**config.mk**
```make
export PLATFORM = sky130hd
export DESIGN_NAME = stage_3_low_update
export DESIGN_NICKNAME = d
export VERILOG_FILES = /design/src/rtl/stage_3_low_update.sv
export SDC_FILE = /design/constraint.sdc
export NUM_CORES = 1
export LEC_CHECK = 0
export ABC_AREA = 0
export CAP_MARGIN = 20
export CORE_ASPECT_RATIO = 0.8
export CORE_UTILIZATION = 39
export CTS_CLUSTER_SIZE = 12
export DETAILED_ROUTE_END_ITERATION = 12
export GPL_ROUTABILITY_DRIVEN = 1
export GPL_TIMING_DRIVEN = 0
export PLACE_DENSITY = 0.54
export SYNTH_ARGS = -nofsm -noshare
export SYNTH_HDL_FRONTEND = slang
export SYNTH_SLANG_ARGS = --single-unit
```
**constraint.sdc**
```tcl
create_clock -name clk -period 11.2 [get_ports clk]
set_clock_uncertainty 0.2 [all_clocks]
set_input_delay 2.24 -clock clk [delete_from_list [all_inputs] [get_ports clk]]
set_output_delay 2.24 -clock clk [all_outputs]
set_load 0.05 [all_outputs]
```
**src/rtl/stage_3_low_update.sv**
```systemverilog
// -----------------------------------------------------------------------------
// stage_3_low_update
//
// Third stage of the AV1 arithmetic encoder. Takes the per-symbol results of
// the encode-and-normalize stage, maintains the coder "low" register and the
// signed bit counter, and emits pre-carry bytes. Each byte is 9 bits wide:
// 8 data bits plus the pending carry in bit 8. Also runs the end-of-stream
// flush that drains the remaining bits of low.
//
// Ports
//   clk, reset     : clock, asynchronous active-low reset
//   in_valid       : upstream symbol valid
//   in_ready       : symbol accepted when high (low while flushing)
//   u, v_bool      : stage-2 u / v_bool (only the low RANGE_WIDTH bits are used)
//   initial_range  : range before this symbol's update
//   in_d           : normalization shift
//   bool_symbol    : [1] bool symbol flag, [0] bool bit value
//   COMP_mux_1     : 1 = symbol is below the top of the CDF, so low moves
//   flush          : end-of-stream request, sampled only when idle
//   out_flag       : number of valid bytes this cycle (0, 1 or 2)
//   out_bit_1/2    : first / second pre-carry byte (0 when unused)
//   end_of_stream  : one-cycle pulse when the flush completes
//   symbol_count   : accepted-symbol counter (only with the option below)
//
// Build option
//   STAGE_3_SYMBOL_COUNTER_EN : adds the 32-bit symbol_count output.
// -----------------------------------------------------------------------------
module stage_3_low_update #(
  parameter int RANGE_WIDTH = 16,
  parameter int D_SIZE      = 5,
  parameter int LOW_WIDTH   = 24,
  parameter int CNT_WIDTH   = 7
) (
  input  logic                   clk,
  input  logic                   reset,
  input  logic                   in_valid,
  output logic                   in_ready,
  input  logic [RANGE_WIDTH:0]   u,
  input  logic [RANGE_WIDTH:0]   v_bool,
  input  logic [RANGE_WIDTH-1:0] initial_range,
  input  logic [D_SIZE-1:0]      in_d,
  input  logic [1:0]             bool_symbol,
  input  logic                   COMP_mux_1,
  input  logic                   flush,
  output logic [1:0]             out_flag,
  output logic [8:0]             out_bit_1,
  output logic [8:0]             out_bit_2,
`ifdef STAGE_3_SYMBOL_COUNTER_EN
  output logic [31:0]            symbol_count,
`endif
  output logic                   end_of_stream
);

  typedef enum logic [1:0] {S_RUN = 2'd0, S_FLUSH = 2'd1, S_DONE = 2'd2} state_t;
  typedef logic signed [CNT_WIDTH-1:0] cnt_t;

  // One extra bit on the adder keeps the carry out of low.
  localparam int SUM_WIDTH = LOW_WIDTH + 1;

  localparam cnt_t CNT_INIT = cnt_t'(-9);
  localparam cnt_t CNT_0    = cnt_t'(0);
  localparam cnt_t CNT_8    = cnt_t'(8);
  localparam cnt_t CNT_10   = cnt_t'(10);
  localparam cnt_t CNT_16   = cnt_t'(16);
  localparam cnt_t CNT_24   = cnt_t'(24);

  localparam logic [SUM_WIDTH-1:0] SUM_ONE    = SUM_WIDTH'(1);
  localparam logic [SUM_WIDTH-1:0] FLUSH_MASK = SUM_WIDTH'(15'h3FFF);
  localparam logic [SUM_WIDTH-1:0] FLUSH_BIT  = SUM_WIDTH'(15'h4000);

  state_t                 state_q, state_d;
  logic [LOW_WIDTH-1:0]   low_q, low_d;
  cnt_t                   cnt_q, cnt_d;
  logic [SUM_WIDTH-1:0]   e_q, e_d;      // flush copy of low
  cnt_t                   fc_q, fc_d;    // flush bit position
  cnt_t                   fs_q, fs_d;    // flush bits still to drain
  logic [1:0]             out_flag_q, out_flag_d;
  logic [8:0]             out_bit_1_q, out_bit_1_d;
  logic [8:0]             out_bit_2_q, out_bit_2_d;
  logic                   eos_q, eos_d;
`ifdef STAGE_3_SYMBOL_COUNTER_EN
  logic [31:0]            count_q, count_d;
`endif

  // Symbol datapath
  logic [RANGE_WIDTH-1:0] add_r;
  logic [SUM_WIDTH-1:0]   sum, sum_m1, sum_m2, sum_fin, e_init, fmask;
  cnt_t                   d_s, s_sym, c_hi, c_lo, c_fin, fsh;
  logic                   two_bytes;

  // Bit RANGE_WIDTH of u / v_bool never reaches the addend.
  logic unused_msbs;
  assign unused_msbs = u[RANGE_WIDTH] ^ v_bool[RANGE_WIDTH];

  assign in_ready = (state_q == S_RUN);

  always_comb begin
    // NOTE: every signal gets a default before any branch so no latch is inferred.
    state_d     = state_q;
    low_d       = low_q;
    cnt_d       = cnt_q;
    e_d         = e_q;
    fc_d        = fc_q;
    fs_d        = fs_q;
    out_flag_d  = 2'd0;
    out_bit_1_d = 9'd0;
    out_bit_2_d = 9'd0;
    eos_d       = 1'b0;
`ifdef STAGE_3_SYMBOL_COUNTER_EN
    count_d     = count_q;
`endif

    if (bool_symbol[1]) add_r = bool_symbol[0] ? initial_range - v_bool[RANGE_WIDTH-1:0] : '0;
    else                add_r = COMP_mux_1     ? initial_range - u[RANGE_WIDTH-1:0]      : '0;

    sum       = SUM_WIDTH'(low_q) + SUM_WIDTH'(add_r);
    d_s       = cnt_t'(in_d);
    s_sym     = cnt_q + d_s;
    c_hi      = cnt_q + CNT_16;
    sum_m1    = sum & ((SUM_ONE << c_hi) - SUM_ONE);
    c_lo      = c_hi - CNT_8;
    sum_m2    = sum_m1 & ((SUM_ONE << c_lo) - SUM_ONE);
    two_bytes = (s_sym >= CNT_8);
    c_fin     = two_bytes ? c_lo : c_hi;
    sum_fin   = two_bytes ? sum_m2 : sum_m1;

    // Round low up to the 14-bit boundary and force bit 14 for the tail.
    e_init = ((SUM_WIDTH'(low_q) + FLUSH_MASK) & ~FLUSH_MASK) | FLUSH_BIT;
    fsh    = fc_q + CNT_16;
    fmask  = (SUM_ONE << fsh) - SUM_ONE;

    unique case (state_q)
      S_RUN: begin
        if (in_valid) begin
`ifdef STAGE_3_SYMBOL_COUNTER_EN
          count_d = count_q + 32'd1;
`endif
          if (s_sym < CNT_0) begin
            low_d = LOW_WIDTH'(sum << in_d);
            cnt_d = s_sym;
          end else begin
            out_bit_1_d = 9'(sum >> c_hi);
            if (two_bytes) begin
              out_bit_2_d = 9'(sum_m1 >> c_lo);
              out_flag_d  = 2'd2;
            end else begin
              out_flag_d  = 2'd1;
            end
            low_d = LOW_WIDTH'(sum_fin << in_d);
            cnt_d = c_fin + d_s - CNT_24;
          end
        end else if (flush) begin
          state_d = S_FLUSH;
          e_d     = e_init;
          fc_d    = cnt_q;
          fs_d    = cnt_q + CNT_10;
        end
      end
      S_FLUSH: begin
        if (fs_q > CNT_0) begin
          out_bit_1_d = 9'(e_q >> fsh);
          out_flag_d  = 2'd1;
          e_d         = e_q & fmask;
          fc_d        = fc_q - CNT_8;
          fs_d        = fs_q - CNT_8;
        end else begin
          state_d = S_DONE;
          eos_d   = 1'b1;
        end
      end
      S_DONE: begin
        state_d = S_RUN;
        low_d   = '0;
        cnt_d   = CNT_INIT;
`ifdef STAGE_3_SYMBOL_COUNTER_EN
        count_d = 32'd0;
`endif
      end
      default: state_d = S_RUN;
    endcase
  end

  // NOTE: sequential state uses non-blocking assignments so all flops update together.
  always_ff @(posedge clk or negedge reset) begin
    if (!reset) begin
      state_q     <= S_RUN;
      low_q       <= '0;
      cnt_q       <= CNT_INIT;
      e_q         <= '0;
      fc_q        <= '0;
      fs_q        <= '0;
      out_flag_q  <= 2'd0;
      out_bit_1_q <= 9'd0;
      out_bit_2_q <= 9'd0;
      eos_q       <= 1'b0;
`ifdef STAGE_3_SYMBOL_COUNTER_EN
      count_q     <= 32'd0;
`endif
    end else begin
      state_q     <= state_d;
      low_q       <= low_d;
      cnt_q       <= cnt_d;
      e_q         <= e_d;
      fc_q        <= fc_d;
      fs_q        <= fs_d;
      out_flag_q  <= out_flag_d;
      out_bit_1_q <= out_bit_1_d;
      out_bit_2_q <= out_bit_2_d;
      eos_q       <= eos_d;
`ifdef STAGE_3_SYMBOL_COUNTER_EN
      count_q     <= count_d;
`endif
    end
  end

  assign out_flag      = out_flag_q;
  assign out_bit_1     = out_bit_1_q;
  assign out_bit_2     = out_bit_2_q;
  assign end_of_stream = eos_q;
`ifdef STAGE_3_SYMBOL_COUNTER_EN
  assign symbol_count  = count_q;
`endif

endmodule

```
Word level (Yosys, flattened, before mapping)
Cells that the tools add are included.
{"block": "op_classes", "n_addsub": 16, "n_lt_le_gt_ge": 3, "n_eq_ne": 7, "shifts": 8, "mux": 42, "bitwise": 3, "reduce_logical": 6}
{"cell": "2-to-1 mux 25 bit", "count": 4}
{"cell": "bitwise AND 25 bit", "count": 3}
{"cell": "left shift 1 x 7 -> 25 bit (first input constant)", "count": 3}
{"cell": "right shift 25 x 7 -> 9 bit", "count": 3}
{"cell": "subtractor 25 x 1 -> 25 bit (second input constant)", "count": 3}
{"cell": "2-to-1 mux 7 bit", "count": 9}
{"cell": "2-to-1 mux 9 bit", "count": 7}
{"cell": "one-hot mux 25 bit (2 select lines)", "count": 1}
{"cell": "left shift 25 x 5 -> 24 bit", "count": 2}
{"cell": "2-to-1 mux 16 bit", "count": 3}
{"cell": "2-to-1 mux 24 bit", "count": 2}
{"cell": "one-hot mux 24 bit (2 select lines)", "count": 1}
{"cell": "one-hot mux 7 bit (2 select lines)", "count": 3}
{"cell": "subtractor 16 bit", "count": 2}
{"cell": "adder 24 x 14 -> 25 bit (second input constant)", "count": 1}
{"cell": "adder 24 x 16 -> 25 bit", "count": 1}
{"cell": "subtractor 7 x 5 -> 7 bit (second input constant)", "count": 3}
{"cell": "one-hot mux 9 bit (2 select lines)", "count": 1}
{"cell": "adder 7 x 6 -> 7 bit", "count": 2}
{"cell": "adder 7 x 6 -> 7 bit (second input constant)", "count": 2}
{"cell": "2-to-1 mux 2 bit", "count": 6}
{"cell": "!= test 2 bit (second input constant)", "count": 4}
{"cell": "one-hot mux 2 bit (2 select lines)", "count": 2}
{"cell": "adder 7 x 5 -> 7 bit (second input constant)", "count": 1}
{"cell": "other kinds (13)", "count": 16}
{"block": "word_totals", "ff_bits": 93, "in_bits": 62, "out_inout_bits": 22}

Longest topological paths before layout
Gate-level depths: netlist of the first run.
{"block": "logic_depth", "ltp_word": 11, "ltp_mapped": 24, "ltp_nobuf": 24}

Worst setup path before layout of the first run
No wires, ideal clock.
{"block": "synth_path", "path_type": "input -> register", "start": "input v_bool[1]", "end": "register out_bit_2_q[0] (netlist: out_bit_2[0])", "arrival_time_ns": 7.023, "slack_ns": 3.832, "cell_stages": 22, "n_path_buf": 1, "cell_sequence": "inv_1 ha_1 nor2b_1 o21ai_0 nand2b_1 a21o_1 a31o_2 a41oi_1 a21oi_1 a41o_1 mux2_2 or4b_1 ha_1 clkbuf_1 a21oi_1 nand4_1 a311oi_2 nor2_1 mux4_2 and3_1 a211oi_1 a311oi_1"}
{"block": "synth_via", "elab_chain_len": 10}
{"element": "start: declaration", "line_no": "39", "source": "input logic [RANGE_WIDTH:0] v_bool,"}
{"element": "subtractor 16 bit", "line_no": "113", "source": "if (bool_symbol[1]) add_r = bool_symbol[0] ? initial_range - v_bool[RANGE_WIDTH-1:0] : '0;"}
{"element": "2-to-1 mux 16 bit (2 in series)", "line_no": "113"}
{"element": "adder 24 x 16 -> 25 bit", "line_no": "116", "source": "sum = SUM_WIDTH'(low_q) + SUM_WIDTH'(add_r);"}
{"element": "bitwise AND 25 bit", "line_no": "120", "source": "sum_m1 = sum & ((SUM_ONE << c_hi) - SUM_ONE);"}
{"element": "right shift 25 x 7 -> 9 bit", "line_no": "144", "source": "out_bit_2_d = 9'(sum_m1 >> c_lo);"}
{"element": "2-to-1 mux 9 bit", "line_no": "143", "source": "if (two_bytes) begin"}
{"element": "2-to-1 mux 9 bit", "line_no": "138", "source": "if (s_sym < CNT_0) begin"}
{"element": "2-to-1 mux 9 bit", "line_no": "134", "source": "if (in_valid) begin"}
{"element": "2-to-1 mux 9 bit", "line_no": "132", "source": "unique case (state_q)"}
{"element": "named net out_bit_2_d[0]", "line_no": "79", "source": "logic [8:0] out_bit_2_q, out_bit_2_d;"}
{"element": "end signal: assignment", "line_no": "208", "source": "out_bit_2_q <= out_bit_2_d;"}
{"element": "end: declaration", "line_no": "79"}
The timed path passes the listed nets, and every way through them passes these cells.
A chain may end at the register's enable or synchronous reset.

Final worst setup path of the first run
Ends and elaborated chain as after synthesis.

==> results of run 1 <==
-- sequential cells by signal, summed over array words and instances (netlist names) --
name and flops:
fc_q 6, out_bit_1 9, low_q 24, fs_q 7, end_of_stream 1, out_flag 2
e_q 25, state_q 2, cnt_q 7, out_bit_2 9
-- per-stage QoR --
step / instance area [um2] / utilization (%)
floorplan: 13260 / -
global placement: 14610 / 43.55
detailed placement: 14650 / 43.66
CTS: 14950 / 44.56
global route: 14950 / 44.56
finish: 14950 / 44.56
-- critical path: stages --
cell	delay [ns]
sky130_fd_sc_hd__clkdlybuf4s50_1	0.51
sky130_fd_sc_hd__inv_1	0.06
sky130_fd_sc_hd__ha_1	0.28
sky130_fd_sc_hd__nor2b_1	0.13
sky130_fd_sc_hd__o21ai_0	0.16
sky130_fd_sc_hd__nand2b_1	0.11
sky130_fd_sc_hd__a21o_1	0.21
sky130_fd_sc_hd__a31o_2	0.26
sky130_fd_sc_hd__a41oi_1	0.32
sky130_fd_sc_hd__a21oi_1	0.20
sky130_fd_sc_hd__a41o_1	0.30
sky130_fd_sc_hd__mux2_2	0.28
sky130_fd_sc_hd__or4b_1	0.53
sky130_fd_sc_hd__ha_1	0.28
sky130_fd_sc_hd__clkbuf_1	0.20
sky130_fd_sc_hd__a21oi_1	0.32
sky130_fd_sc_hd__nand4_1	0.30
sky130_fd_sc_hd__a311oi_2	0.91
sky130_fd_sc_hd__nor2_1	0.19
sky130_fd_sc_hd__mux4_2	0.60
sky130_fd_sc_hd__and3_1	0.22
sky130_fd_sc_hd__a211oi_1	0.23
sky130_fd_sc_hd__a311oi_1	0.11
-- layer usage --
metal	vias to the layer above	track usage, %	share of wire (%)
met5	-	0	0
met4	0	9.565	2.6
met3	116	6.826	11
met2	964	48.56	40
met1	7471	53.53	46
li1	6906	-	-
-- worst paths after layout --
kind / endpoint / from / slack (ns)
hold / removal: fs_q[1] / fs_q[1] / 0.30
max in group asynchronous: cnt_q[4] / reset / 8.39
setup / recovery: out_bit_2[0] / v_bool[1] / 2.25
setup reg to reg: out_bit_1[3] / cnt_q[1] / 3.92
hold reg to reg: fs_q[1] / fs_q[1] / 0.30
min in group asynchronous: e_q[7] / reset / 1.67
-- layout make-up --
class | count | area [um2]
clock buffers | 9 | 225.2
clock inverters | 7 | 76.32
fillers | 3487 | 18600
inverters | 74 | 277.8
plain buffers | 123 | 481.7
flip-flops and latches | 92 | 2310
repair buffers | 84 | 848.3
multi-input cells | 1502 | 10190
well taps | 434 | 543.0
-- cell usage in the layout, fill, tap and decap left out, types with 32 or more instances in the layout --
master and n:
sky130_fd_sc_hd__xor2_1 36, sky130_fd_sc_hd__o22ai_1 32, sky130_fd_sc_hd__a21oi_1 114, sky130_fd_sc_hd__nor2_1 168
sky130_fd_sc_hd__xnor2_1 45, sky130_fd_sc_hd__inv_1 68, sky130_fd_sc_hd__ha_1 75, sky130_fd_sc_hd__o21ai_0 120
sky130_fd_sc_hd__nand2_1 195, sky130_fd_sc_hd__clkbuf_1 89, sky130_fd_sc_hd__mux2i_1 55, sky130_fd_sc_hd__dfrtp_1 86
sky130_fd_sc_hd__nand3_1 62, sky130_fd_sc_hd__nor3_1 69, sky130_fd_sc_hd__a211oi_1 40, sky130_fd_sc_hd__clkdlybuf4s50_1 80
-- cell families after synthesis --
logic type | after synthesis | share of synthesized area [%]
AOI/OAI and AO/OA | 589 | 30.91
xor gates and xnor gates | 84 | 5.718
adders and majority gates | 81 | 7.983
buffers and inverters | 197 | 5.727
DFF | 92 | 17.42
muxes | 97 | 9.077
and+or+nand+nor | 651 | 23.16
-- cell usage after synthesis (16+ instances only) --
cell	number	area share, %
sky130_fd_sc_hd__ha_1	75	7.1
sky130_fd_sc_hd__buf_1	20	0.57
sky130_fd_sc_hd__inv_1	68	1.9
sky130_fd_sc_hd__nand3_1	62	2.3
sky130_fd_sc_hd__a21o_1	26	1.5
sky130_fd_sc_hd__or3_1	16	0.75
sky130_fd_sc_hd__o22ai_1	32	1.5
sky130_fd_sc_hd__nand4_1	17	0.80
sky130_fd_sc_hd__a21oi_1	114	4.3
sky130_fd_sc_hd__a31oi_1	20	0.94
sky130_fd_sc_hd__clkbuf_1	89	2.5
sky130_fd_sc_hd__dfrtp_1	86	16
sky130_fd_sc_hd__nor2_1	168	4.8
sky130_fd_sc_hd__and2_1	21	0.99
sky130_fd_sc_hd__o211ai_1	18	1.0
sky130_fd_sc_hd__a211oi_1	40	2.3
sky130_fd_sc_hd__nor4_1	17	0.80
sky130_fd_sc_hd__o31ai_1	20	1.1
sky130_fd_sc_hd__mux2i_1	55	4.2
sky130_fd_sc_hd__nor3_1	69	2.6
sky130_fd_sc_hd__xor2_1	36	2.4
sky130_fd_sc_hd__nand2_1	195	5.5
sky130_fd_sc_hd__nand2b_1	17	0.80
sky130_fd_sc_hd__mux4_2	16	2.7
sky130_fd_sc_hd__mux2_2	26	2.2
sky130_fd_sc_hd__o21a_1	20	1.1
sky130_fd_sc_hd__o21ai_0	120	4.5
sky130_fd_sc_hd__xnor2_1	45	3.0
-- report_power, final --
group	leakage, nW	switching (mW)	internal (mW)
logic	4.68	2.57	1.13
registers	1.21	0.133	0.433
clock network	0.149	0.174	0.160
total	6.04	2.88	1.72
==> run summary, run 1 <==
* completed — run status
* 2111 — First DRT Iteration DRCs
* 10 — critical-path maximum fanout
* 13260 um2 — post-synthesis cell area
* 0 — number of setup violations in the final report
* sky130_fd_sc_hd__clkbuf_16 — root buffer selected by CTS
* 8.948 ns — final period demand of the worst path
* 111.8 MHz — Max Fclk
* 0 — max-capacitance violation count
* 6 — drt first pass iters
* 1 — initial antenna violation count
* 16.06% — slew margin rel.
* 0 — Post-CTS Setup Repair Bufs
* 60 — standard-cell row count
* 61910 um — total detailed-routing wirelength
* 0.0001874 V — Peak VDD IR
* 0 — number of enable flip-flop cells after synthesis
* 0 — number of synthesis warnings
* 0 — count of unresolved DRC violations after routing
* 0.38 ns — Worst-Skew Late Latency
* 49760 um — half-perimeter wire length of the detailed placement result
* 0 — Final Hold Violating Endpoints
* 0.3007 ns — final hold slack
* 1.025 — GP Congestion
* sky130_fd_sc_hd__dfrtp_1 — dominant register cell in the synthesized netlist
* primary input to flop — class of the most critical setup path
* 2029 — Nets
* 2 — deepest clock path buffer count
* 92 — flops & latches, synth
* 100.0% — FFs w/ async S/R, synth
* 2.016 ns — placement-stage worst setup slack
* 12.77% — area added between synthesis and finish
* 18 — Worst Reg-to-Reg Cells
* flop — kind of end point of the critical path
* 14050 — via count of the first global-routing pass
* false — setup repair after global routing missed its margin
* flop to flop — class of the most critical hold timing path
* 39.52% — initial standard-cell utilization of the core
* 79.89% — period utilisation layout
* 307.5 nW/um2 — power density over cell area
* 11.21 ns — required time of the worst setup path
* 6.040 nW — Leakage
* 34750 um2 — die footprint
* 26.63 um — Wirelength per Cell
* 166.9 um — Die Y-Extent
* 0 — number of nets with antenna violations after routing
* 3 — number of levels the H-tree was split into
* done — clock tree from TritonCTS
* 2.252 ns — worst path setup slack after routing
* 84 — count of boundary I/O pins
* 34.91% — Tot GR Track Use
* 2 — cell depth of the worst hold path
* 2325 — final non-filler cell total
* 0 — number of hold buffers added after CTS
* 1.250 ns — slew of the pin with the lowest slew margin
* 91400 um — first-pass GRT wire length
* 1791 — gate count of the mapped netlist
* 0 ns — final-layout setup total negative slack
* 0 — Max Transition Viols Final
* 101 — unique cell type count in the Yosys netlist
* 208.2 um — Chip Width
* 8.96 ns — CP Data Arrival Time
* 2309 — Placed Cells
* 17.42% — share of synthesized area occupied by flip-flops and latches
* 0 — overflow left after global routing
* 33560 um2 — total core area
* 0 — Inserted Diodes
* 6.610% — fraction of layout cells with a size suffix above 1
* 0.08 ns — Clk pin slew, worst setup/hold paths
* 9 — number of buffers created by CTS
* 6.648 — post-detailed-route via-to-cell ratio
* 7.404 um2 — mean instance size in the synthesized netlist
* 92 — number of clock sinks seen by CTS
* 4.598 mW — total power draw
* 15460 — via count
* 0 — CTS-repair resized insts
* 1934 — net count of the mapped netlist
* 81 — count of buffers from port buffering
* 49 — pin count of the biggest net entering global routing
* primary input — type of element launching the critical path
(Power assumes the default switching activity.)
==> run 2, diff against run 1 <==
- PLACE_DENSITY: 0.54 -> 0.57
- clock period: 11.2 -> 7.9 ns (I/O delays scaled with it)
==> run 2 against run 1 <==
Via count fell by 0.65%. Total power rose by 44%. Wire length fell by 0.40%. Die area did not move. Worst hold slack got worse by 0.0069 ns. Clock-buffer cell count did not move. Final cell count rose by 0.17%. Utilization rose by 0.42 points. Clock power rose by 39%. Critical endpoint unchanged. Largest power group unchanged.
==> run summary, run 2 (same netlist as run 1, synthesis figures left out) <==
* 6.594 — post-detailed-route via-to-cell ratio, -0.82%
* false — setup repair after global routing missed its margin
* 0 — overflow left after global routing, unchanged
* sky130_fd_sc_hd__clkbuf_16 — root buffer selected by CTS
* 80.9% — combinational share of power, +0.5 points
* 208.2 um — Chip Width, unchanged
* v_bool[1] — critical path launch point
* 33560 um2 — total core area, unchanged
* 4.121 mW — switching power, +43%
* flop — kind of end point of the critical path
* primary input to flop — class of the most critical setup path
* 6 — drt first pass iters, unchanged
* 7.661 ns — final period demand of the worst path
* 44.98% — share of the core filled with cells, +0.42 points
* 39.52% — initial standard-cell utilization of the core, unchanged
* 0 — number of nets with antenna violations after routing, unchanged
* 2329 — final non-filler cell total, +0.17%
* 10 — critical-path maximum fanout, unchanged
* 9 — number of buffers created by CTS, unchanged
* 92 — number of clock sinks seen by CTS, unchanged
* e_q[0] — start point of the worst hold path
* 3 — number of levels the H-tree was split into, unchanged
* compound AO/OA/AOI/OAI gates — critical path's top delay family
* 0 — Final Hold Violating Endpoints, unchanged
* 7.67 ns — CP Data Arrival Time, -1.29 ns
* 0 — Max Transition Viols Final, unchanged
* 1963 — First DRT Iteration DRCs, -7.0%
* 0.0002805 V — Peak VDD IR, +50%
* 49760 um — half-perimeter wire length of the detailed placement result, about the same
* flop to flop — class of the most critical hold timing path
* 0 — count of unresolved DRC violations after routing, unchanged
* 12.1% — Sequential Power Share, -0.2 points
* sky130_fd_sc_hd__mux4_2 — Max stage delay cell, worst path
* 34.62% — Tot GR Track Use, -0.28 points
* 7.493% — fraction of layout cells with a size suffix above 1, +0.88 points
* 26.48 um — Wirelength per Cell, -0.57%
* 2 — total buffers and inverters traversed by the critical path, -1
* 25 — Largest register FFs, unchanged
* 1.228 ns — slew of the pin with the lowest slew margin, -0.02154 ns
* 96.97% — period utilisation layout
* sky130_fd_sc_hd__nand2_1 (195), sky130_fd_sc_hd__nor2_1 (168), sky130_fd_sc_hd__o21ai_0 (120) — most frequent cells in the layout
* 0 — max-capacitance violation count, unchanged
* 0.38 ns — Worst-Skew Late Latency, about the same
* 81 — count of buffers from port buffering, unchanged
* 0 — number of hold buffers added after CTS, unchanged
* 0.58 ns — worst stage delay on the critical path, -0.33 ns
* 49 — pin count of the biggest net entering global routing, unchanged
* clkdlybuf4s50_1 -> inv_1 -> ha_1 -> nor2b_1 -> o21ai_0 -> nand2b_1 -> a21o_1 -> a31o_2 -> a41oi_1 -> a21oi_1 -> a41o_1 -> mux2_2 -> or4b_1 -> ha_2 -> a21o_1 -> a21oi_1 -> o31ai_1 -> a22oi_1 -> mux4_2 -> and3_1 -> a211oi_1 -> a311oi_1 — cell breakdown of the critical path
* 90330 um — first-pass GRT wire length, -1.2%
* cnt_q[1] — worst reg2reg path startpoint
* 14060 — via count of the first global-routing pass, +0.10%
* 15360 — via count, -0.65%
* 6.083 nW — Leakage, +0.71%
* 34750 um2 — die footprint, unchanged
* 62.42% — Sw Share, -0.21 points
* 2.481 mW — total internal power, +44%
* 437.4 nW/um2 — power density over cell area, +42%
* e_q — Biggest register
* 17.50% — slew margin rel., +1.4 points
* e_q (25), low_q (24) — registers with the most flip-flops
* 0.2938 ns — final hold slack, -0.006903 ns
* 2309 — Placed Cells, unchanged
* 0.08 ns — Clk pin slew, worst setup/hold paths, about the same
* 1.034 — GP Congestion, +0.85%
* 61660 um — total detailed-routing wirelength, -0.40%
* 13.83% — area added between synthesis and finish
* 7.91 ns — required time of the worst setup path, -3.30 ns
* 3 — initial antenna violation count, +2
* 6.602 mW — total power draw, +44%
* 2 — deepest clock path buffer count, unchanged
* 84 — count of boundary I/O pins, unchanged
* 166.9 um — Die Y-Extent, unchanged
* completed — run status
* 2033 — Nets, +0.20%
* 130.5 MHz — Max Fclk
* 60 — standard-cell row count, unchanged
* 0 — number of setup violations in the final report, unchanged
* primary input — type of element launching the critical path
* 0 — Inserted Diodes, unchanged
* 7.0% — share of total power in the clock network, -0.3 points
* sky130_fd_sc_hd__nand2_1 — commonest non-fill, non-tap cell in the layout
* done — clock tree from TritonCTS
## run 2: power groups by stage
stage	logic, mW	registers (mW)	clock network (mW)
after detailed placement	4.99	0.797	0
after global placement	5.00	0.795	0
after global routing	5.57	0.808	0.486
after floorplan	3.27	0.773	0
after CTS	5.03	0.788	0.472
final	5.34	0.799	0.465
## run 2: final timing paths
check / to / cells past startpoint / slack (ns)
min in group asynchronous: e_q[2] / 1 / 1.02
max in group asynchronous: low_q[20] / 2 / 5.79
worst max register to register: out_bit_1[3] / 18 / 0.62
worst min-delay path: e_q[0] / 1 / 0.29
worst min register to register: e_q[0] / 1 / 0.29
worst max-delay path: out_bit_2[0] / 22 / 0.24
## run 2: repair_timing
item	in CTS	in global routing
buffers inserted	0	4
pin swaps	0	3
resized for setup	4	11
setup endpoints to repair	10	25
## run 2: metrics by stage
stage                     TNS (ns)  setup slack, ns  area, um2
after floorplan                  0            1.192      13260
after global placement      -15.99           -1.056      14610
after detailed placement    -7.885          -0.6810      14650
after CTS                  -0.1733          -0.1733      14990
after global routing             0         0.004110      15090
final                            0           0.2392      15090
## run 2: cell type report
type / count / area (um2)
timing repair buffer: 89 / 885.9
sequential: 92 / 2310
fill: 3519 / 18460
inverter: 74 / 277.8
clock buffer: 9 / 225.2
multi-input combinational: 1502 / 10290
clock inverter: 7 / 81.33
buffer: 122 / 478.0
tap: 434 / 543.0
## run 2: routing by layer
| metal | GRT usage (%) | share of wire (%) | vias to the layer above |
|---|---|---|---|
| met5 | 3.862 | 0.30 | - |
| met4 | 11.34 | 3.0 | 4 |
| met3 | 10.13 | 11 | 128 |
| met2 | 46.73 | 39 | 870 |
| met1 | 51.16 | 46 | 7434 |
| li1 | - | - | 6921 |
